--- config.mk ---
export PLATFORM = sky130hd
export DESIGN_NAME = axi_modport_slice_flat
export DESIGN_NICKNAME = d
export VERILOG_FILES = /design/src/rtl/axi_pkg.sv /design/src/rtl/axi_if.sv /design/src/rtl/axi_skid_buf.sv /design/src/rtl/axi_modport_slice.sv /design/src/flat_wrapper.sv
export SDC_FILE = /design/constraint.sdc
export NUM_CORES = 1
export LEC_CHECK = 0
export ABC_AREA = 1
export CAP_MARGIN = 15
export CELL_PAD_IN_SITES_DETAIL_PLACEMENT = 0
export CELL_PAD_IN_SITES_GLOBAL_PLACEMENT = 1
export CORE_AREA = 3 3 226 228
export DETAILED_ROUTE_END_ITERATION = 10
export DIE_AREA = 0 0 229 231
export GPL_TIMING_DRIVEN = 1
export PLACE_DENSITY = 0.81
export SLEW_MARGIN = 20
export SYNTH_ARGS = -nofsm -noshare
export SYNTH_HDL_FRONTEND = slang
export SYNTH_SLANG_ARGS = --single-unit
--- constraint.sdc ---
create_clock -name i_aclk -period 18.4 [get_ports i_aclk]
set_clock_uncertainty 0.05 [all_clocks]
set_input_delay 3.68 -clock i_aclk [delete_from_list [all_inputs] [get_ports i_aclk]]
set_output_delay 3.68 -clock i_aclk [all_outputs]
set_load 0.01 [all_outputs]
--- src/rtl/axi_pkg.sv ---
// Shared AXI definitions: default bus widths, burst/response encodings and a
// response classification helper used by the register slice.
package axi_pkg;

  localparam int unsigned AWIDTH   = 32;
  localparam int unsigned DWIDTH   = 32;
  localparam int unsigned IDWIDTH  = 4;
  localparam int unsigned LENWIDTH = 8;

  typedef logic [2:0] size_t;

  typedef enum logic [1:0] {
    BURST_FIXED = 2'b00,
    BURST_INCR  = 2'b01,
    BURST_WRAP  = 2'b10,
    BURST_RSVD  = 2'b11
  } burst_e;

  typedef enum logic [1:0] {
    RESP_OKAY   = 2'b00,
    RESP_EXOKAY = 2'b01,
    RESP_SLVERR = 2'b10,
    RESP_DECERR = 2'b11
  } resp_e;

  localparam logic [1:0] AXI_BURST_FIXED    = 2'b00;
  localparam logic [1:0] AXI_BURST_INCR     = 2'b01;
  localparam logic [1:0] AXI_BURST_WRAP     = 2'b10;
  localparam logic [1:0] AXI_BURST_RESERVED = 2'b11;

  localparam logic [1:0] AXI_RESP_OKAY   = 2'b00;
  localparam logic [1:0] AXI_RESP_EXOKAY = 2'b01;
  localparam logic [1:0] AXI_RESP_SLVERR = 2'b10;
  localparam logic [1:0] AXI_RESP_DECERR = 2'b11;

  // True for the two error responses; OKAY/EXOKAY are both successes.
  function automatic logic resp_is_err(input logic [1:0] resp);
    return (resp == AXI_RESP_SLVERR) || (resp == AXI_RESP_DECERR);
  endfunction

endpackage

--- src/rtl/axi_if.sv ---
// AXI4 bundle (with AXI3 wid) and its manager/subordinate views.
//   manager     : drives AW/W/AR payload+valid, B/R ready
//   subordinate : drives AW/W/AR ready, B/R payload+valid
interface axi_if #(
  parameter int unsigned AWIDTH   = axi_pkg::AWIDTH,
  parameter int unsigned DWIDTH   = axi_pkg::DWIDTH,
  parameter int unsigned IDWIDTH  = axi_pkg::IDWIDTH,
  parameter int unsigned LENWIDTH = axi_pkg::LENWIDTH
);

  logic                  awvalid;
  logic                  awready;
  logic [IDWIDTH-1:0]    awid;
  logic [AWIDTH-1:0]     awaddr;
  logic [LENWIDTH-1:0]   awlen;
  logic [2:0]            awsize;
  logic [1:0]            awburst;
  logic                  awlock;
  logic [3:0]            awcache;
  logic [2:0]            awprot;

  logic                  wvalid;
  logic                  wready;
  logic [IDWIDTH-1:0]    wid;
  logic [DWIDTH-1:0]     wdata;
  logic [DWIDTH/8-1:0]   wstrb;
  logic                  wlast;

  logic                  bvalid;
  logic                  bready;
  logic [IDWIDTH-1:0]    bid;
  logic [1:0]            bresp;

  logic                  arvalid;
  logic                  arready;
  logic [IDWIDTH-1:0]    arid;
  logic [AWIDTH-1:0]     araddr;
  logic [LENWIDTH-1:0]   arlen;
  logic [2:0]            arsize;
  logic [1:0]            arburst;
  logic                  arlock;
  logic [3:0]            arcache;
  logic [2:0]            arprot;

  logic                  rvalid;
  logic                  rready;
  logic [IDWIDTH-1:0]    rid;
  logic [DWIDTH-1:0]     rdata;
  logic [1:0]            rresp;
  logic                  rlast;

  modport manager (
    output awvalid, awid, awaddr, awlen, awsize, awburst, awlock, awcache, awprot,
    input  awready,
    output wvalid, wid, wdata, wstrb, wlast,
    input  wready,
    input  bvalid, bid, bresp,
    output bready,
    output arvalid, arid, araddr, arlen, arsize, arburst, arlock, arcache, arprot,
    input  arready,
    input  rvalid, rid, rdata, rresp, rlast,
    output rready
  );

  modport subordinate (
    input  awvalid, awid, awaddr, awlen, awsize, awburst, awlock, awcache, awprot,
    output awready,
    input  wvalid, wid, wdata, wstrb, wlast,
    output wready,
    output bvalid, bid, bresp,
    input  bready,
    input  arvalid, arid, araddr, arlen, arsize, arburst, arlock, arcache, arprot,
    output arready,
    output rvalid, rid, rdata, rresp, rlast,
    input  rready
  );

endinterface

--- src/rtl/axi_skid_buf.sv ---
// Generic 2-entry valid/ready register slice. All outputs are registered, so
// no combinational path exists between the two sides.
//   clk, rst                   : clock, async active-high reset
//   in_valid/in_ready/in_data  : upstream side
//   out_valid/out_ready/out_data : downstream side
module axi_skid_buf #(
  parameter int unsigned WIDTH = 8
) (
  input  logic             clk,
  input  logic             rst,
  input  logic             in_valid,
  output logic             in_ready,
  input  logic [WIDTH-1:0] in_data,
  output logic             out_valid,
  input  logic             out_ready,
  output logic [WIDTH-1:0] out_data
);

  logic             skid_valid;
  logic [WIDTH-1:0] skid_data;
  logic             main_valid_d;
  logic [WIDTH-1:0] main_data_d;
  logic             skid_valid_d;
  logic [WIDTH-1:0] skid_data_d;
  logic             in_hs;
  logic             out_hs;

  assign in_hs  = in_valid && in_ready;
  assign out_hs = out_valid && out_ready;

  // Next state. in_ready is !skid_valid outside reset, so the skid register is
  // never written while it already holds a beat.
  always_comb begin
    main_valid_d = out_valid;
    main_data_d  = out_data;
    skid_valid_d = skid_valid;
    skid_data_d  = skid_data;
    if (skid_valid) begin
      if (out_hs) begin
        main_data_d  = skid_data;
        skid_valid_d = 1'b0;
      end
    end else if (in_hs) begin
      if (!out_valid || out_ready) begin
        main_valid_d = 1'b1;
        main_data_d  = in_data;
      end else begin
        skid_valid_d = 1'b1;
        skid_data_d  = in_data;
      end
    end else if (out_hs) begin
      main_valid_d = 1'b0;
    end
  end

  // State registers; ready is held low through reset and rises one edge later.
  always_ff @(posedge clk or posedge rst) begin
    if (rst) begin
      out_valid  <= 1'b0;
      out_data   <= '0;
      skid_valid <= 1'b0;
      skid_data  <= '0;
      in_ready   <= 1'b0;
    end else begin
      out_valid  <= main_valid_d;
      out_data   <= main_data_d;
      skid_valid <= skid_valid_d;
      skid_data  <= skid_data_d;
      in_ready   <= !skid_valid_d;
    end
  end

  a_ctrl_known: assert property (@(posedge clk) disable iff (rst)
    !$isunknown({in_valid, out_ready}));
  a_data_known: assert property (@(posedge clk) disable iff (rst)
    in_valid |-> !$isunknown(in_data));
  a_in_hold: assert property (@(posedge clk) disable iff (rst)
    in_valid && !in_ready |=> in_valid && $stable(in_data));
  a_out_hold: assert property (@(posedge clk) disable iff (rst)
    out_valid && !out_ready |=> out_valid && $stable(out_data));

endmodule

--- src/rtl/axi_modport_slice.sv ---
// AXI4 register slice: every channel goes through a 2-entry skid buffer.
// Also reports sticky B/R error flags and outstanding write/read counts.
//   i_aclk, i_arst        : clock, async active-high reset
//   s_axi                 : upstream (faces the manager)
//   m_axi                 : downstream (faces the subordinate)
//   o_b_err, o_r_err      : sticky error-response flags, cleared by i_err_clr
//   o_wr_ostd, o_rd_ostd  : saturating outstanding-transaction counters
module axi_modport_slice #(
  parameter int unsigned AWIDTH   = axi_pkg::AWIDTH,
  parameter int unsigned DWIDTH   = axi_pkg::DWIDTH,
  parameter int unsigned IDWIDTH  = axi_pkg::IDWIDTH,
  parameter int unsigned LENWIDTH = axi_pkg::LENWIDTH,
  parameter int unsigned OSTDW    = 4
) (
  input  logic             i_aclk,
  input  logic             i_arst,
  axi_if.subordinate       s_axi,
  axi_if.manager           m_axi,
  output logic             o_b_err,
  output logic             o_r_err,
  input  logic             i_err_clr,
  output logic [OSTDW-1:0] o_wr_ostd,
  output logic [OSTDW-1:0] o_rd_ostd
);

  import axi_pkg::*;

  localparam int unsigned AX_W = IDWIDTH + AWIDTH + LENWIDTH + 13;
  localparam int unsigned W_W  = IDWIDTH + DWIDTH + DWIDTH / 8 + 1;
  localparam int unsigned B_W  = IDWIDTH + 2;
  localparam int unsigned R_W  = IDWIDTH + DWIDTH + 3;
  localparam logic [OSTDW-1:0] OSTD_MAX = '1;

  logic [AX_W-1:0] aw_in, aw_out, ar_in, ar_out;
  logic [W_W-1:0]  w_in, w_out;
  logic [B_W-1:0]  b_in, b_out;
  logic [R_W-1:0]  r_in, r_out;

  logic aw_hs, ar_hs, b_hs, r_hs, rlast_hs;

  // Channel payload packing (everything except valid/ready).
  assign aw_in = {s_axi.awid, s_axi.awaddr, s_axi.awlen, s_axi.awsize,
                  s_axi.awburst, s_axi.awlock, s_axi.awcache, s_axi.awprot};
  assign {m_axi.awid, m_axi.awaddr, m_axi.awlen, m_axi.awsize,
          m_axi.awburst, m_axi.awlock, m_axi.awcache, m_axi.awprot} = aw_out;

  assign w_in = {s_axi.wid, s_axi.wdata, s_axi.wstrb, s_axi.wlast};
  assign {m_axi.wid, m_axi.wdata, m_axi.wstrb, m_axi.wlast} = w_out;

  assign b_in = {m_axi.bid, m_axi.bresp};
  assign {s_axi.bid, s_axi.bresp} = b_out;

  assign ar_in = {s_axi.arid, s_axi.araddr, s_axi.arlen, s_axi.arsize,
                  s_axi.arburst, s_axi.arlock, s_axi.arcache, s_axi.arprot};
  assign {m_axi.arid, m_axi.araddr, m_axi.arlen, m_axi.arsize,
          m_axi.arburst, m_axi.arlock, m_axi.arcache, m_axi.arprot} = ar_out;

  assign r_in = {m_axi.rid, m_axi.rdata, m_axi.rresp, m_axi.rlast};
  assign {s_axi.rid, s_axi.rdata, s_axi.rresp, s_axi.rlast} = r_out;

  axi_skid_buf #(.WIDTH(AX_W)) u_aw (
    .clk(i_aclk), .rst(i_arst),
    .in_valid(s_axi.awvalid), .in_ready(s_axi.awready), .in_data(aw_in),
    .out_valid(m_axi.awvalid), .out_ready(m_axi.awready), .out_data(aw_out));

  axi_skid_buf #(.WIDTH(W_W)) u_w (
    .clk(i_aclk), .rst(i_arst),
    .in_valid(s_axi.wvalid), .in_ready(s_axi.wready), .in_data(w_in),
    .out_valid(m_axi.wvalid), .out_ready(m_axi.wready), .out_data(w_out));

  axi_skid_buf #(.WIDTH(B_W)) u_b (
    .clk(i_aclk), .rst(i_arst),
    .in_valid(m_axi.bvalid), .in_ready(m_axi.bready), .in_data(b_in),
    .out_valid(s_axi.bvalid), .out_ready(s_axi.bready), .out_data(b_out));

  axi_skid_buf #(.WIDTH(AX_W)) u_ar (
    .clk(i_aclk), .rst(i_arst),
    .in_valid(s_axi.arvalid), .in_ready(s_axi.arready), .in_data(ar_in),
    .out_valid(m_axi.arvalid), .out_ready(m_axi.arready), .out_data(ar_out));

  axi_skid_buf #(.WIDTH(R_W)) u_r (
    .clk(i_aclk), .rst(i_arst),
    .in_valid(m_axi.rvalid), .in_ready(m_axi.rready), .in_data(r_in),
    .out_valid(s_axi.rvalid), .out_ready(s_axi.rready), .out_data(r_out));

  // Counters and flags observe the upstream side only.
  assign aw_hs    = s_axi.awvalid && s_axi.awready;
  assign ar_hs    = s_axi.arvalid && s_axi.arready;
  assign b_hs     = s_axi.bvalid && s_axi.bready;
  assign r_hs     = s_axi.rvalid && s_axi.rready;
  assign rlast_hs = r_hs && s_axi.rlast;

  // Saturating outstanding counters; simultaneous inc/dec leaves them unchanged.
  always_ff @(posedge i_aclk or posedge i_arst) begin
    if (i_arst) begin
      o_wr_ostd <= '0;
      o_rd_ostd <= '0;
    end else begin
      if (aw_hs && !b_hs && (o_wr_ostd != OSTD_MAX)) o_wr_ostd <= o_wr_ostd + OSTDW'(1);
      else if (b_hs && !aw_hs && (o_wr_ostd != '0))  o_wr_ostd <= o_wr_ostd - OSTDW'(1);
      if (ar_hs && !rlast_hs && (o_rd_ostd != OSTD_MAX)) o_rd_ostd <= o_rd_ostd + OSTDW'(1);
      else if (rlast_hs && !ar_hs && (o_rd_ostd != '0))  o_rd_ostd <= o_rd_ostd - OSTDW'(1);
    end
  end

  // Sticky error flags; a new error in the clear cycle keeps the flag set.
  always_ff @(posedge i_aclk or posedge i_arst) begin
    if (i_arst) begin
      o_b_err <= 1'b0;
      o_r_err <= 1'b0;
    end else begin
      o_b_err <= (b_hs && resp_is_err(s_axi.bresp)) || (o_b_err && !i_err_clr);
      o_r_err <= (r_hs && resp_is_err(s_axi.rresp)) || (o_r_err && !i_err_clr);
    end
  end

  a_awburst_ok: assert property (@(posedge i_aclk) disable iff (i_arst)
    s_axi.awvalid |-> (s_axi.awburst != AXI_BURST_RESERVED));
  a_arburst_ok: assert property (@(posedge i_aclk) disable iff (i_arst)
    s_axi.arvalid |-> (s_axi.arburst != AXI_BURST_RESERVED));

endmodule

--- src/flat_wrapper.sv ---
// flat-port wrapper written by rule: the top's interface ports become plain ports
module axi_modport_slice_flat import axi_pkg::*;
#(
  parameter int unsigned AWIDTH   = axi_pkg::AWIDTH,
  parameter int unsigned DWIDTH   = axi_pkg::DWIDTH,
  parameter int unsigned IDWIDTH  = axi_pkg::IDWIDTH,
  parameter int unsigned LENWIDTH = axi_pkg::LENWIDTH,
  parameter int unsigned OSTDW    = 4
)
  (i_aclk, i_arst, o_b_err, o_r_err, i_err_clr, o_wr_ostd, o_rd_ostd, s_axi_awvalid, s_axi_awid, s_axi_awaddr, s_axi_awlen, s_axi_awsize, s_axi_awburst, s_axi_awlock, s_axi_awcache, s_axi_awprot, s_axi_awready, s_axi_wvalid, s_axi_wid, s_axi_wdata, s_axi_wstrb, s_axi_wlast, s_axi_wready, s_axi_bvalid, s_axi_bid, s_axi_bresp, s_axi_bready, s_axi_arvalid, s_axi_arid, s_axi_araddr, s_axi_arlen, s_axi_arsize, s_axi_arburst, s_axi_arlock, s_axi_arcache, s_axi_arprot, s_axi_arready, s_axi_rvalid, s_axi_rid, s_axi_rdata, s_axi_rresp, s_axi_rlast, s_axi_rready, m_axi_awvalid, m_axi_awid, m_axi_awaddr, m_axi_awlen, m_axi_awsize, m_axi_awburst, m_axi_awlock, m_axi_awcache, m_axi_awprot, m_axi_awready, m_axi_wvalid, m_axi_wid, m_axi_wdata, m_axi_wstrb, m_axi_wlast, m_axi_wready, m_axi_bvalid, m_axi_bid, m_axi_bresp, m_axi_bready, m_axi_arvalid, m_axi_arid, m_axi_araddr, m_axi_arlen, m_axi_arsize, m_axi_arburst, m_axi_arlock, m_axi_arcache, m_axi_arprot, m_axi_arready, m_axi_rvalid, m_axi_rid, m_axi_rdata, m_axi_rresp, m_axi_rlast, m_axi_rready);
  axi_if #(.AWIDTH(AWIDTH), .DWIDTH(DWIDTH), .IDWIDTH(IDWIDTH), .LENWIDTH(LENWIDTH)) s_axi_i ();
  axi_if #(.AWIDTH(AWIDTH), .DWIDTH(DWIDTH), .IDWIDTH(IDWIDTH), .LENWIDTH(LENWIDTH)) m_axi_i ();
  input  logic i_aclk;
  input  logic i_arst;
  output logic o_b_err;
  output logic o_r_err;
  input  logic i_err_clr;
  output logic [OSTDW-1:0] o_wr_ostd;
  output logic [OSTDW-1:0] o_rd_ostd;
  input wire logic [$bits(s_axi_i.awvalid)-1:0] s_axi_awvalid;
  input wire logic [$bits(s_axi_i.awid)-1:0] s_axi_awid;
  input wire logic [$bits(s_axi_i.awaddr)-1:0] s_axi_awaddr;
  input wire logic [$bits(s_axi_i.awlen)-1:0] s_axi_awlen;
  input wire logic [$bits(s_axi_i.awsize)-1:0] s_axi_awsize;
  input wire logic [$bits(s_axi_i.awburst)-1:0] s_axi_awburst;
  input wire logic [$bits(s_axi_i.awlock)-1:0] s_axi_awlock;
  input wire logic [$bits(s_axi_i.awcache)-1:0] s_axi_awcache;
  input wire logic [$bits(s_axi_i.awprot)-1:0] s_axi_awprot;
  output wire logic [$bits(s_axi_i.awready)-1:0] s_axi_awready;
  input wire logic [$bits(s_axi_i.wvalid)-1:0] s_axi_wvalid;
  input wire logic [$bits(s_axi_i.wid)-1:0] s_axi_wid;
  input wire logic [$bits(s_axi_i.wdata)-1:0] s_axi_wdata;
  input wire logic [$bits(s_axi_i.wstrb)-1:0] s_axi_wstrb;
  input wire logic [$bits(s_axi_i.wlast)-1:0] s_axi_wlast;
  output wire logic [$bits(s_axi_i.wready)-1:0] s_axi_wready;
  output wire logic [$bits(s_axi_i.bvalid)-1:0] s_axi_bvalid;
  output wire logic [$bits(s_axi_i.bid)-1:0] s_axi_bid;
  output wire logic [$bits(s_axi_i.bresp)-1:0] s_axi_bresp;
  input wire logic [$bits(s_axi_i.bready)-1:0] s_axi_bready;
  input wire logic [$bits(s_axi_i.arvalid)-1:0] s_axi_arvalid;
  input wire logic [$bits(s_axi_i.arid)-1:0] s_axi_arid;
  input wire logic [$bits(s_axi_i.araddr)-1:0] s_axi_araddr;
  input wire logic [$bits(s_axi_i.arlen)-1:0] s_axi_arlen;
  input wire logic [$bits(s_axi_i.arsize)-1:0] s_axi_arsize;
  input wire logic [$bits(s_axi_i.arburst)-1:0] s_axi_arburst;
  input wire logic [$bits(s_axi_i.arlock)-1:0] s_axi_arlock;
  input wire logic [$bits(s_axi_i.arcache)-1:0] s_axi_arcache;
  input wire logic [$bits(s_axi_i.arprot)-1:0] s_axi_arprot;
  output wire logic [$bits(s_axi_i.arready)-1:0] s_axi_arready;
  output wire logic [$bits(s_axi_i.rvalid)-1:0] s_axi_rvalid;
  output wire logic [$bits(s_axi_i.rid)-1:0] s_axi_rid;
  output wire logic [$bits(s_axi_i.rdata)-1:0] s_axi_rdata;
  output wire logic [$bits(s_axi_i.rresp)-1:0] s_axi_rresp;
  output wire logic [$bits(s_axi_i.rlast)-1:0] s_axi_rlast;
  input wire logic [$bits(s_axi_i.rready)-1:0] s_axi_rready;
  output wire logic [$bits(m_axi_i.awvalid)-1:0] m_axi_awvalid;
  output wire logic [$bits(m_axi_i.awid)-1:0] m_axi_awid;
  output wire logic [$bits(m_axi_i.awaddr)-1:0] m_axi_awaddr;
  output wire logic [$bits(m_axi_i.awlen)-1:0] m_axi_awlen;
  output wire logic [$bits(m_axi_i.awsize)-1:0] m_axi_awsize;
  output wire logic [$bits(m_axi_i.awburst)-1:0] m_axi_awburst;
  output wire logic [$bits(m_axi_i.awlock)-1:0] m_axi_awlock;
  output wire logic [$bits(m_axi_i.awcache)-1:0] m_axi_awcache;
  output wire logic [$bits(m_axi_i.awprot)-1:0] m_axi_awprot;
  input wire logic [$bits(m_axi_i.awready)-1:0] m_axi_awready;
  output wire logic [$bits(m_axi_i.wvalid)-1:0] m_axi_wvalid;
  output wire logic [$bits(m_axi_i.wid)-1:0] m_axi_wid;
  output wire logic [$bits(m_axi_i.wdata)-1:0] m_axi_wdata;
  output wire logic [$bits(m_axi_i.wstrb)-1:0] m_axi_wstrb;
  output wire logic [$bits(m_axi_i.wlast)-1:0] m_axi_wlast;
  input wire logic [$bits(m_axi_i.wready)-1:0] m_axi_wready;
  input wire logic [$bits(m_axi_i.bvalid)-1:0] m_axi_bvalid;
  input wire logic [$bits(m_axi_i.bid)-1:0] m_axi_bid;
  input wire logic [$bits(m_axi_i.bresp)-1:0] m_axi_bresp;
  output wire logic [$bits(m_axi_i.bready)-1:0] m_axi_bready;
  output wire logic [$bits(m_axi_i.arvalid)-1:0] m_axi_arvalid;
  output wire logic [$bits(m_axi_i.arid)-1:0] m_axi_arid;
  output wire logic [$bits(m_axi_i.araddr)-1:0] m_axi_araddr;
  output wire logic [$bits(m_axi_i.arlen)-1:0] m_axi_arlen;
  output wire logic [$bits(m_axi_i.arsize)-1:0] m_axi_arsize;
  output wire logic [$bits(m_axi_i.arburst)-1:0] m_axi_arburst;
  output wire logic [$bits(m_axi_i.arlock)-1:0] m_axi_arlock;
  output wire logic [$bits(m_axi_i.arcache)-1:0] m_axi_arcache;
  output wire logic [$bits(m_axi_i.arprot)-1:0] m_axi_arprot;
  input wire logic [$bits(m_axi_i.arready)-1:0] m_axi_arready;
  input wire logic [$bits(m_axi_i.rvalid)-1:0] m_axi_rvalid;
  input wire logic [$bits(m_axi_i.rid)-1:0] m_axi_rid;
  input wire logic [$bits(m_axi_i.rdata)-1:0] m_axi_rdata;
  input wire logic [$bits(m_axi_i.rresp)-1:0] m_axi_rresp;
  input wire logic [$bits(m_axi_i.rlast)-1:0] m_axi_rlast;
  output wire logic [$bits(m_axi_i.rready)-1:0] m_axi_rready;
  assign s_axi_i.awvalid = s_axi_awvalid;
  assign s_axi_i.awid = s_axi_awid;
  assign s_axi_i.awaddr = s_axi_awaddr;
  assign s_axi_i.awlen = s_axi_awlen;
  assign s_axi_i.awsize = s_axi_awsize;
  assign s_axi_i.awburst = s_axi_awburst;
  assign s_axi_i.awlock = s_axi_awlock;
  assign s_axi_i.awcache = s_axi_awcache;
  assign s_axi_i.awprot = s_axi_awprot;
  assign s_axi_awready = s_axi_i.awready;
  assign s_axi_i.wvalid = s_axi_wvalid;
  assign s_axi_i.wid = s_axi_wid;
  assign s_axi_i.wdata = s_axi_wdata;
  assign s_axi_i.wstrb = s_axi_wstrb;
  assign s_axi_i.wlast = s_axi_wlast;
  assign s_axi_wready = s_axi_i.wready;
  assign s_axi_bvalid = s_axi_i.bvalid;
  assign s_axi_bid = s_axi_i.bid;
  assign s_axi_bresp = s_axi_i.bresp;
  assign s_axi_i.bready = s_axi_bready;
  assign s_axi_i.arvalid = s_axi_arvalid;
  assign s_axi_i.arid = s_axi_arid;
  assign s_axi_i.araddr = s_axi_araddr;
  assign s_axi_i.arlen = s_axi_arlen;
  assign s_axi_i.arsize = s_axi_arsize;
  assign s_axi_i.arburst = s_axi_arburst;
  assign s_axi_i.arlock = s_axi_arlock;
  assign s_axi_i.arcache = s_axi_arcache;
  assign s_axi_i.arprot = s_axi_arprot;
  assign s_axi_arready = s_axi_i.arready;
  assign s_axi_rvalid = s_axi_i.rvalid;
  assign s_axi_rid = s_axi_i.rid;
  assign s_axi_rdata = s_axi_i.rdata;
  assign s_axi_rresp = s_axi_i.rresp;
  assign s_axi_rlast = s_axi_i.rlast;
  assign s_axi_i.rready = s_axi_rready;
  assign m_axi_awvalid = m_axi_i.awvalid;
  assign m_axi_awid = m_axi_i.awid;
  assign m_axi_awaddr = m_axi_i.awaddr;
  assign m_axi_awlen = m_axi_i.awlen;
  assign m_axi_awsize = m_axi_i.awsize;
  assign m_axi_awburst = m_axi_i.awburst;
  assign m_axi_awlock = m_axi_i.awlock;
  assign m_axi_awcache = m_axi_i.awcache;
  assign m_axi_awprot = m_axi_i.awprot;
  assign m_axi_i.awready = m_axi_awready;
  assign m_axi_wvalid = m_axi_i.wvalid;
  assign m_axi_wid = m_axi_i.wid;
  assign m_axi_wdata = m_axi_i.wdata;
  assign m_axi_wstrb = m_axi_i.wstrb;
  assign m_axi_wlast = m_axi_i.wlast;
  assign m_axi_i.wready = m_axi_wready;
  assign m_axi_i.bvalid = m_axi_bvalid;
  assign m_axi_i.bid = m_axi_bid;
  assign m_axi_i.bresp = m_axi_bresp;
  assign m_axi_bready = m_axi_i.bready;
  assign m_axi_arvalid = m_axi_i.arvalid;
  assign m_axi_arid = m_axi_i.arid;
  assign m_axi_araddr = m_axi_i.araddr;
  assign m_axi_arlen = m_axi_i.arlen;
  assign m_axi_arsize = m_axi_i.arsize;
  assign m_axi_arburst = m_axi_i.arburst;
  assign m_axi_arlock = m_axi_i.arlock;
  assign m_axi_arcache = m_axi_i.arcache;
  assign m_axi_arprot = m_axi_i.arprot;
  assign m_axi_i.arready = m_axi_arready;
  assign m_axi_i.rvalid = m_axi_rvalid;
  assign m_axi_i.rid = m_axi_rid;
  assign m_axi_i.rdata = m_axi_rdata;
  assign m_axi_i.rresp = m_axi_rresp;
  assign m_axi_i.rlast = m_axi_rlast;
  assign m_axi_rready = m_axi_i.rready;
  axi_modport_slice #(.AWIDTH(AWIDTH), .DWIDTH(DWIDTH), .IDWIDTH(IDWIDTH), .LENWIDTH(LENWIDTH), .OSTDW(OSTDW)) u_core (.i_aclk(i_aclk), .i_arst(i_arst), .s_axi(s_axi_i), .m_axi(m_axi_i), .o_b_err(o_b_err), .o_r_err(o_r_err), .i_err_clr(i_err_clr), .o_wr_ostd(o_wr_ostd), .o_rd_ostd(o_rd_ostd));
endmodule
==> results of run 1 <==
[placed cells by master, fill, tap and decap left out, drive strengths merged, types with 16 or more instances in the layout]
cell type / n
a21oi: 117
a31oi: 84
buf: 16
clkbuf: 72
clkdlybuf4s50: 432
dfrtp: 425
inv: 237
nand2: 534
nor2: 219
o21a: 57
o21ai: 270
[stage by stage]
stage          utilization  setup slack, ns
2_1_floorplan            -             2.84
3_3_place_gp         0.466            12.32
3_5_place_dp         0.466            12.20
4_1_cts              0.498            12.80
5_1_grt              0.499            12.59
6_report             0.500            12.81
[routing by layer]
layer | global-route usage | up-vias | share of wire
met4 | 0.0559 | 6 | 0.024
met3 | 0.0623 | 81 | 0.080
met5 | 0 | - | 0.00082
met2 | 0.309 | 373 | 0.46
met1 | 0.250 | 7161 | 0.43
li1 | - | 7433 | -
[worst paths after layout]
| path | endpoint | from |
|---|---|---|
| hold / removal | u_core.u_aw.skid_data[31] | u_core.u_aw.skid_data[31] |
| max in group asynchronous | u_core.u_r.out_data[12] | i_arst |
| min in group asynchronous | u_core.u_w.out_data[1] | i_arst |
| setup reg to reg | u_core.u_ar.out_data[24] | u_core.u_ar.skid_valid |
| setup / recovery | u_core.u_ar.out_data[24] | s_axi_arvalid |
| hold reg to reg | u_core.u_aw.skid_data[31] | u_core.u_aw.skid_data[31] |
[cells by family after synthesis]
kind of cell | count (synthesis)
simple gates | 772
fa+ha+maj | 6
xor+xnor | 4
buf+inv | 360
flops | 425
compound gates | 532
[worst reg2reg max path: cells and delay by family (launching register included)]
| family | cells | cell delay (ns) |
|---|---|---|
| buffers and inverters | 1 | 0.77 |
| flip-flops | 1 | 0.83 |
| AND/OR/NAND/NOR | 2 | 0.63 |
| AO/OA/AOI/OAI | 2 | 0.41 |
[sequential cells by signal (all words and copies together), names as in the netlist, 4 cells and up]
| signal | flops |
|---|---|
| u_core.u_b.out_data | 6 |
| u_core.u_ar.skid_data | 57 |
| u_core.u_ar.out_data | 57 |
| u_core.u_r.skid_data | 39 |
| u_core.u_aw.skid_data | 57 |
| u_core.u_w.skid_data | 41 |
| u_core.o_wr_ostd | 4 |
| u_core.u_w.out_data | 41 |
| u_core.u_r.out_data | 39 |
| u_core.u_b.skid_data | 6 |
| u_core.o_rd_ostd | 4 |
| u_core.u_aw.out_data | 57 |
[power by group]
part	leakage, nW	internal, W	switching, W
Combinational	5.62	0.000780	0.000846
Sequential	5.01	0.00139	0.000299
Clock	0.782	0.000568	0.000381
Total	11.4	0.00274	0.00153
[cells in the mapped netlist (all sizes together), types with 4 or more instances]
cell type	n	area, um^2
a31oi	84	526
clkbuf	57	214
ha	4	50.1
nand4	4	37.5
dfrtp	425	10600
nand2	534	2000
xor2	4	35.0
a21oi	117	586
inv	235	882
buf	68	369
nand3	14	70.1
nor2	219	852
o21ai	270	1360
o21a	57	428
[area by class of cell]
class / count / share of cell area
antenna: 5 / 0.000511
clock buffer: 72 / 0.0589
clock inverter: 14 / 0.00531
inverter: 235 / 0.0363
multi-input combinational: 1314 / 0.247
sequential: 425 / 0.434
tap: 664 / 0.0339
timing repair buffer: 448 / 0.184
==> impl_metrics.yaml, run 1 <==
outcome:
  status: "finished clean"
logic_synthesis:
  synth_top_family_by_area: "simple AND/OR/NAND/NOR gates"
  synth_cell_types: 27
  synth_edf_count: 0
  synthCells: 2099
  synth_top_flop_cell: "dfrtp_1"
  syn_area_um2: 18100
  synthXorXnorAreaFrac: 0.00193
  ys_seq_area_frac: 0.587
  avgSynthCellArea_um2: 8.63
  synth_compound_area_frac: 0.161
  yosys_warnings: 0
  synth_nets: 2318
  yosys.area_share.adder: 0.00497
  async_flop_share: 1.00
  ys_ff_latch: 425
  synthMuxAreaShare: 0
  synth_simple_gate_area_share: 0.164
detailed_routing:
  vias: 15100
  routedWlPerCell_um: 16.2
  drtPass1Iterations: 5
  ant_nets: 0
  totalWireLength_um: 51500
  drt_iter0_drc: 1270
  drc_errors: 0
  vias_per_cell: 4.74
worst_setup_path:
  end_kind: "flop"
  reg2reg_slack_ns: 15.63
  path_class: "input pin to flop"
  crit_fanout: 91
  cp_top_family: "buffers and inverters"
  worstPathRequired_ns: 18.83
  cp.depth: 8
  startpoint_type: "input pin"
  cp_common_cell: "a21oi_1"
  crit_path_max_incr_delay_ns: 0.77
  worstPathArrival_ns: 6.01
  slowest_stage: "buf_4"
  cp_cell_sequence: "clkdlybuf4s50_1, nand2_1, nor2_2, a21oi_1, nor2_4, buf_4, nor2_1, a21oi_1"
  path_buf_inv: 2
  reg2regPathDepth: 5
run:
  max-cap-violations: 0
global_routing:
  antenna_found_initial: 8
  globalRoute.totalOverflow: 0
  track_usage: 0.192
  grt_pass1_vias: 15100
  grt_max_degree: 164
  grt_pass1_wl_um: 82500
sta:
  timing.final.crit_share: 0.304
  max_freq_ghz: 0.179
  hold_ws_ns: 0.430
  rsz0062_at_grt: "false"
  post-route-min-period_ns: 5.59
  maxSlewHeadroom: 0.289
  hold_violations: 0
  setup_violations: 0
  tns_ns: 0
  tightest_slew_ns: 1.07
  slew_viol_final: 0
die:
  coreArea_um2: 49100
  dieArea_um2: 52900
  die_w_um: 229
  num_rows: 81
  initial_core_util: 0.369
  die_h_um: 231
  pin_count: 433
layout:
  fillers: 4650
  multiInputGateArea_um2: 6050
  seq_area_um2: 10600
  fin_area_um2: 24500
  syn_to_final_growth_pct: 35.3
  drive_above_1_share: 0.0439
  fin_cells: 3177
  nets: 2691
power:
  ir_drop_mv: 0.102
  p_total_w: 0.00427
  leakage_nw: 11.4
  cellPowerDensity_nw_per_um2: 174
clocking:
  cts_buffers: 48
  clockBufferDepth: 3
  cts.sinks: 425
  htree_levels: 2
  post_cts_buffers: 0
  cts_tree: "done"
  clkLatencyLatePin_ns: 0.56
  cts.reportedPaths.clkPinSlew_ns: 0.06
  cts_root_buf: "clkbuf_16"
  postCtsResizedCells: 0
  hold_buffers: 0
place:
  hpwlAfterDp_um: 34700
  numPlacedInstances: 3083
  place.gp.congestion: 0.786
  portBuffers: 432
  post_dp_cell_area_um2: 22800
hold_path:
  whs_path_depth: 2
  min_path_type: "flop to flop"
Power figures use the tool's default switching activity.
==> run 2: changes to the inputs <==
--- a/config.mk
+++ b/config.mk
@@ -9,11 +9,11 @@
 export CAP_MARGIN = 15
 export CELL_PAD_IN_SITES_DETAIL_PLACEMENT = 0
 export CELL_PAD_IN_SITES_GLOBAL_PLACEMENT = 1
-export CORE_AREA = 3 3 226 228
+export CORE_AREA = 3 3 239 241
 export DETAILED_ROUTE_END_ITERATION = 10
-export DIE_AREA = 0 0 229 231
+export DIE_AREA = 0 0 242 244
 export GPL_TIMING_DRIVEN = 1
-export PLACE_DENSITY = 0.81
+export PLACE_DENSITY = 0.77
 export SLEW_MARGIN = 20
 export SYNTH_ARGS = -nofsm -noshare
 export SYNTH_HDL_FRONTEND = slang
==> constraint.sdc (replaced) <==
create_clock -name i_aclk -period 5.05 [get_ports i_aclk]
set_clock_uncertainty 0.05 [all_clocks]
set_input_delay 1.01 -clock i_aclk [delete_from_list [all_inputs] [get_ports i_aclk]]
set_output_delay 1.01 -clock i_aclk [all_outputs]
set_load 0.01 [all_outputs]
==> impl_metrics.yaml, run 2 (same netlist as run 1, synthesis figures left out) <==
clocking:
  post_cts_buffers: 0
  clkLatencyLatePin_ns: 0.57
  htree_levels: 2
  postCtsResizedCells: 0
  cts_tree: "done"
  clockBufferDepth: 3
  cts_buffers: 48
  cts_root_buf: "clkbuf_16"
  cts.sinks: 425
  cts.reportedPaths.clkPinSlew_ns: 0.06
  hold_buffers: 0
place:
  place.gp.congestion: 0.797
  hpwlAfterDp_um: 35600
  numPlacedInstances: 3177
  portBuffers: 432
  dp_slack_ns: 1.67
power:
  leakage_nw: 11.5
  ir_drop_mv: 0.334
  p_total_w: 0.0156
  cellPowerDensity_nw_per_um2: 633
sta:
  rsz0062_at_grt: "false"
  timing.final.crit_share: 0.553
  slew_viol_final: 0
  setup_violations: 0
  setup_slack_ns: 2.26
  hold_ws_ns: 0.427
  maxSlewHeadroom: 0.348
  post-route-min-period_ns: 2.79
  hold_violations: 0
  max_freq_ghz: 0.358
  tightest_slew_ns: 0.978
layout:
  multiInputGateArea_um2: 6050
  syn_to_final_growth_pct: 36.5
  nets: 2700
  final_common_cell: "nand2_1"
  seq_area_um2: 10600
  utilization: 0.449
  fillers: 5321
  drive_above_1_share: 0.0480
  final_cell_mix: "nand2_1, clkdlybuf4s50_1, dfrtp_1, o21ai_0, inv_1"
  fin_cells: 3270
detailed_routing:
  routedWlPerCell_um: 15.7
  drtPass1Iterations: 5
  ant_nets: 0
  drc_errors: 0
  drt_iter0_drc: 1024
  totalWireLength_um: 51300
  vias: 15100
  vias_per_cell: 4.61
global_routing:
  track_usage: 0.172
  globalRoute.totalOverflow: 0
  grt_pass1_vias: 14700
  antenna_found_initial: 7
  grt_max_degree: 126
  grt_pass1_wl_um: 82600
die:
  dieArea_um2: 59000
  die_w_um: 242
  num_rows: 86
  die_h_um: 244
  initial_core_util: 0.329
  pin_count: 433
  coreArea_um2: 55100
worst_setup_path:
  crit_path_start: "u_core.u_ar.skid_valid"
  path_class: "flop to flop"
  end_kind: "flop"
  startpoint_type: "flop"
  cp_top_family: "buffers and inverters"
  slowest_stage: "dfrtp_4"
  crit_fanout: 59
  worstPathArrival_ns: 3.23
  timing.rr.start: "u_core.u_ar.skid_valid"
  worstPathRequired_ns: 5.49
  crit_path_max_incr_delay_ns: 0.82
  cp_cell_sequence: "buf_12, a21oi_1, nor2_4, buf_4, nor2_1, a21oi_1"
  cp_common_cell: "a21oi_1"
  path_buf_inv: 2
hold_path:
  hp-start: "u_core.u_aw.skid_data[16]"
  min_path_type: "flop to flop"
run:
  max-cap-violations: 0
outcome:
  status: "finished clean"
run 2: cell count changes in the layout (fill, tap and decap cells not counted), moves of 2 or more:
cell / before / now
buf_4: 11 / 21
inv_6: 2 / 0
buf_12: 2 / 4
clkbuf_8: 13 / 15
diode_2: 5 / 3
buf_16: 2 / 0
run 2: per-stage QoR:
step                cell area [um^2]  TNS, ns
detailed placement             23000        0
finish                         24700        0
floorplan                      18100  -741.81
global route                   24700        0
CTS                            24700        0
global placement               23000        0
run 2: layout make-up:
type                       instances  area share
multi-input combinational       1314       0.245
inverter                         235      0.0358
clock buffer                      75      0.0605
tap                              748      0.0378
sequential                       425       0.430
antenna                            3    0.000304
clock inverter                    13     0.00627
timing repair buffer             457       0.184
run 2: worst paths after layout:
path                                        endpoint  slack, ns  depth (start not counted)
max in group asynchronous   u_core.u_w.skid_data[26]       2.87                          3
setup / recovery             u_core.u_ar.out_data[9]       2.26                          6
setup reg to reg             u_core.u_ar.out_data[9]       2.26                          6
hold reg to reg            u_core.u_aw.skid_data[16]       0.43                          2
hold / removal             u_core.u_aw.skid_data[16]       0.43                          2
min in group asynchronous  u_core.u_ar.skid_data[21]       0.88                          2
run 2: report_power, final:
group | switching [W] | leakage [nW] | total (W) | internal, W
clock network | 0.00140 | 0.821 | 0.00358 | 0.00218
logic | 0.00305 | 5.65 | 0.00590 | 0.00285
registers | 0.00108 | 5.01 | 0.00616 | 0.00508
run 2: layer usage:
| layer | global-route usage | vias to the layer above | wire length [um] |
|---|---|---|---|
| met4 | 0.0474 | 8 | 1050 |
| met1 | 0.228 | 7165 | 22300 |
| met5 | 0 | - | 51 |
| li1 | - | 7455 | - |
| met2 | 0.275 | 390 | 24000 |
| met3 | 0.0520 | 69 | 3970 |
run 2: worst min-delay path: cells and delay by family (launching register included):
kind | cells | cell delay [ns]
DFF | 1 | 0.34
AOI/OAI and AO/OA | 1 | 0.06
and+or+nand+nor | 1 | 0.05
==> run 3: changes to the inputs <==
==> constraint.sdc (replaced) <==
create_clock -name i_aclk -period 2.3 [get_ports i_aclk]
set_clock_uncertainty 0.05 [all_clocks]
set_input_delay 0.46 -clock i_aclk [delete_from_list [all_inputs] [get_ports i_aclk]]
set_output_delay 0.46 -clock i_aclk [all_outputs]
set_load 0.01 [all_outputs]
==> impl_metrics.yaml, run 3 (same netlist as run 1, synthesis figures left out) <==
sta:
  setup_slack_ns: 0.0863
  slew_viol_final: 0
  hold_violations: 0
  setup_violations: 0
  hold_ws_ns: 0.276
  post-route-min-period_ns: 2.21
  timing.final.crit_share: 0.962
  maxSlewHeadroom: 0.577
  tightest_slew_ns: 0.635
  max_freq_ghz: 0.452
  rsz0062_at_grt: "false"
worst_setup_path:
  reg2regPathDepth: 10
  cp_top_family: "buffers and inverters"
  crit_path_max_incr_delay_ns: 0.65
  slowest_stage: "clkdlybuf4s50_1"
  path_class: "flop to output port"
  startpoint_type: "flop"
  crit_fanout: 6
  rr_endpoint: "u_core.o_rd_ostd[3]"
  timing.rr.start: "u_core.u_ar.in_ready"
  path_buf_inv: 1
  end_kind: "output port"
  reg2reg_slack_ns: 0.46
  worstPathRequired_ns: 1.79
  cp_cell_sequence: "clkdlybuf4s50_1"
  worstPathArrival_ns: 1.70
power:
  leakage_nw: 11.5
  cellPowerDensity_nw_per_um2: 1370
  ir_drop_mv: 0.767
global_routing:
  track_usage: 0.173
  globalRoute.totalOverflow: 0
  grt_pass1_wl_um: 82800
  grt_pass1_vias: 14900
  grt_max_degree: 81
  antenna_found_initial: 7
place:
  portBuffers: 432
  place.gp.congestion: 0.814
  hpwlAfterDp_um: 36400
  dp_slack_ns: -0.0960
detailed_routing:
  drtPass1Iterations: 5
  ant_nets: 0
  vias: 15100
  routedWlPerCell_um: 15.8
  totalWireLength_um: 51800
  vias_per_cell: 4.60
  drc_errors: 0
  drt_iter0_drc: 895
die:
  dieArea_um2: 59000
  num_rows: 86
  pin_count: 433
  die_w_um: 242
  initial_core_util: 0.329
  coreArea_um2: 55100
  die_h_um: 244
clocking:
  post_cts_buffers: 0
  clkLatencyLatePin_ns: 0.57
  cts.sinks: 425
  cts_buffers: 48
  postCtsResizedCells: 0
  clockBufferDepth: 3
  htree_levels: 2
  cts.reportedPaths.clkPinSlew_ns: 0.06
  hold_buffers: 0
  cts_root_buf: "clkbuf_16"
  cts_tree: "done"
layout:
  final_common_cell: "nand2_1"
  fillers: 5349
  multiInputGateArea_um2: 6050
  final_cell_mix: "nand2_1, clkdlybuf4s50_1, dfrtp_1, o21ai_0, inv_1"
  syn_to_final_growth_pct: 37.4
  drive_above_1_share: 0.0525
  seq_area_um2: 10600
  nets: 2721
hold_path:
  min_path_type: "input pin to async pin"
outcome:
  status: "finished clean"
run:
  max-cap-violations: 0
-- run 3: layout make-up --
class	instances	area share
Clock buffer	74	0.0579
Timing Repair Buffer	478	0.195
Multi-Input combinational cell	1314	0.243
Sequential cell	425	0.428
Inverter	235	0.0356
Tap cell	748	0.0376
Clock inverter	9	0.00277
Antenna cell	4	0.000402
-- run 3: worst min-delay path, stage by stage --
cell and delay, ns:
clkdlybuf4s50_1 0.44, clkinvlp_4 0.13, buf_12 0.22
-- run 3: worst max-delay path by stage --
stage | from | depth (start not counted) | endpoint
finish | u_core.o_wr_ostd[0] | 1 | o_wr_ostd[0]
global route | u_core.o_wr_ostd[0] | 1 | o_wr_ostd[0]
CTS | u_core.o_wr_ostd[0] | 1 | o_wr_ostd[0]
detailed placement | s_axi_arvalid | 9 | u_core.o_rd_ostd[2]
global placement | s_axi_arvalid | 11 | u_core.o_rd_ostd[3]
floorplan | i_arst | 1 | u_core.o_b_err
-- run 3: report_power, final --
part,internal [W],total (W),switching (W)
Combinational,0.00650,0.0134,0.00691
Clock,0.00429,0.00732,0.00303
Sequential,0.0112,0.0134,0.00223
Total,0.0220,0.0341,0.0122
-- run 3: per-layer routing --
metal  track usage  share of wire
met5             0        0.00079
met4        0.0486          0.021
met3        0.0542          0.078
met2         0.283           0.47
met1         0.221           0.43
-- run 3: metrics by stage --
stage	cells	area (um^2)	utilization	total power, W	TNS (ns)
after global placement	3200	23400	0.424	0.0266	-0.173
final	3287	24900	0.452	0.0341	0
after detailed placement	3200	23400	0.424	0.0271	-0.319
after floorplan	2099	18100	-	0.0203	-1676.81
after CTS	3283	24900	0.452	0.0346	0
after global routing	3284	24900	0.452	0.0367	0
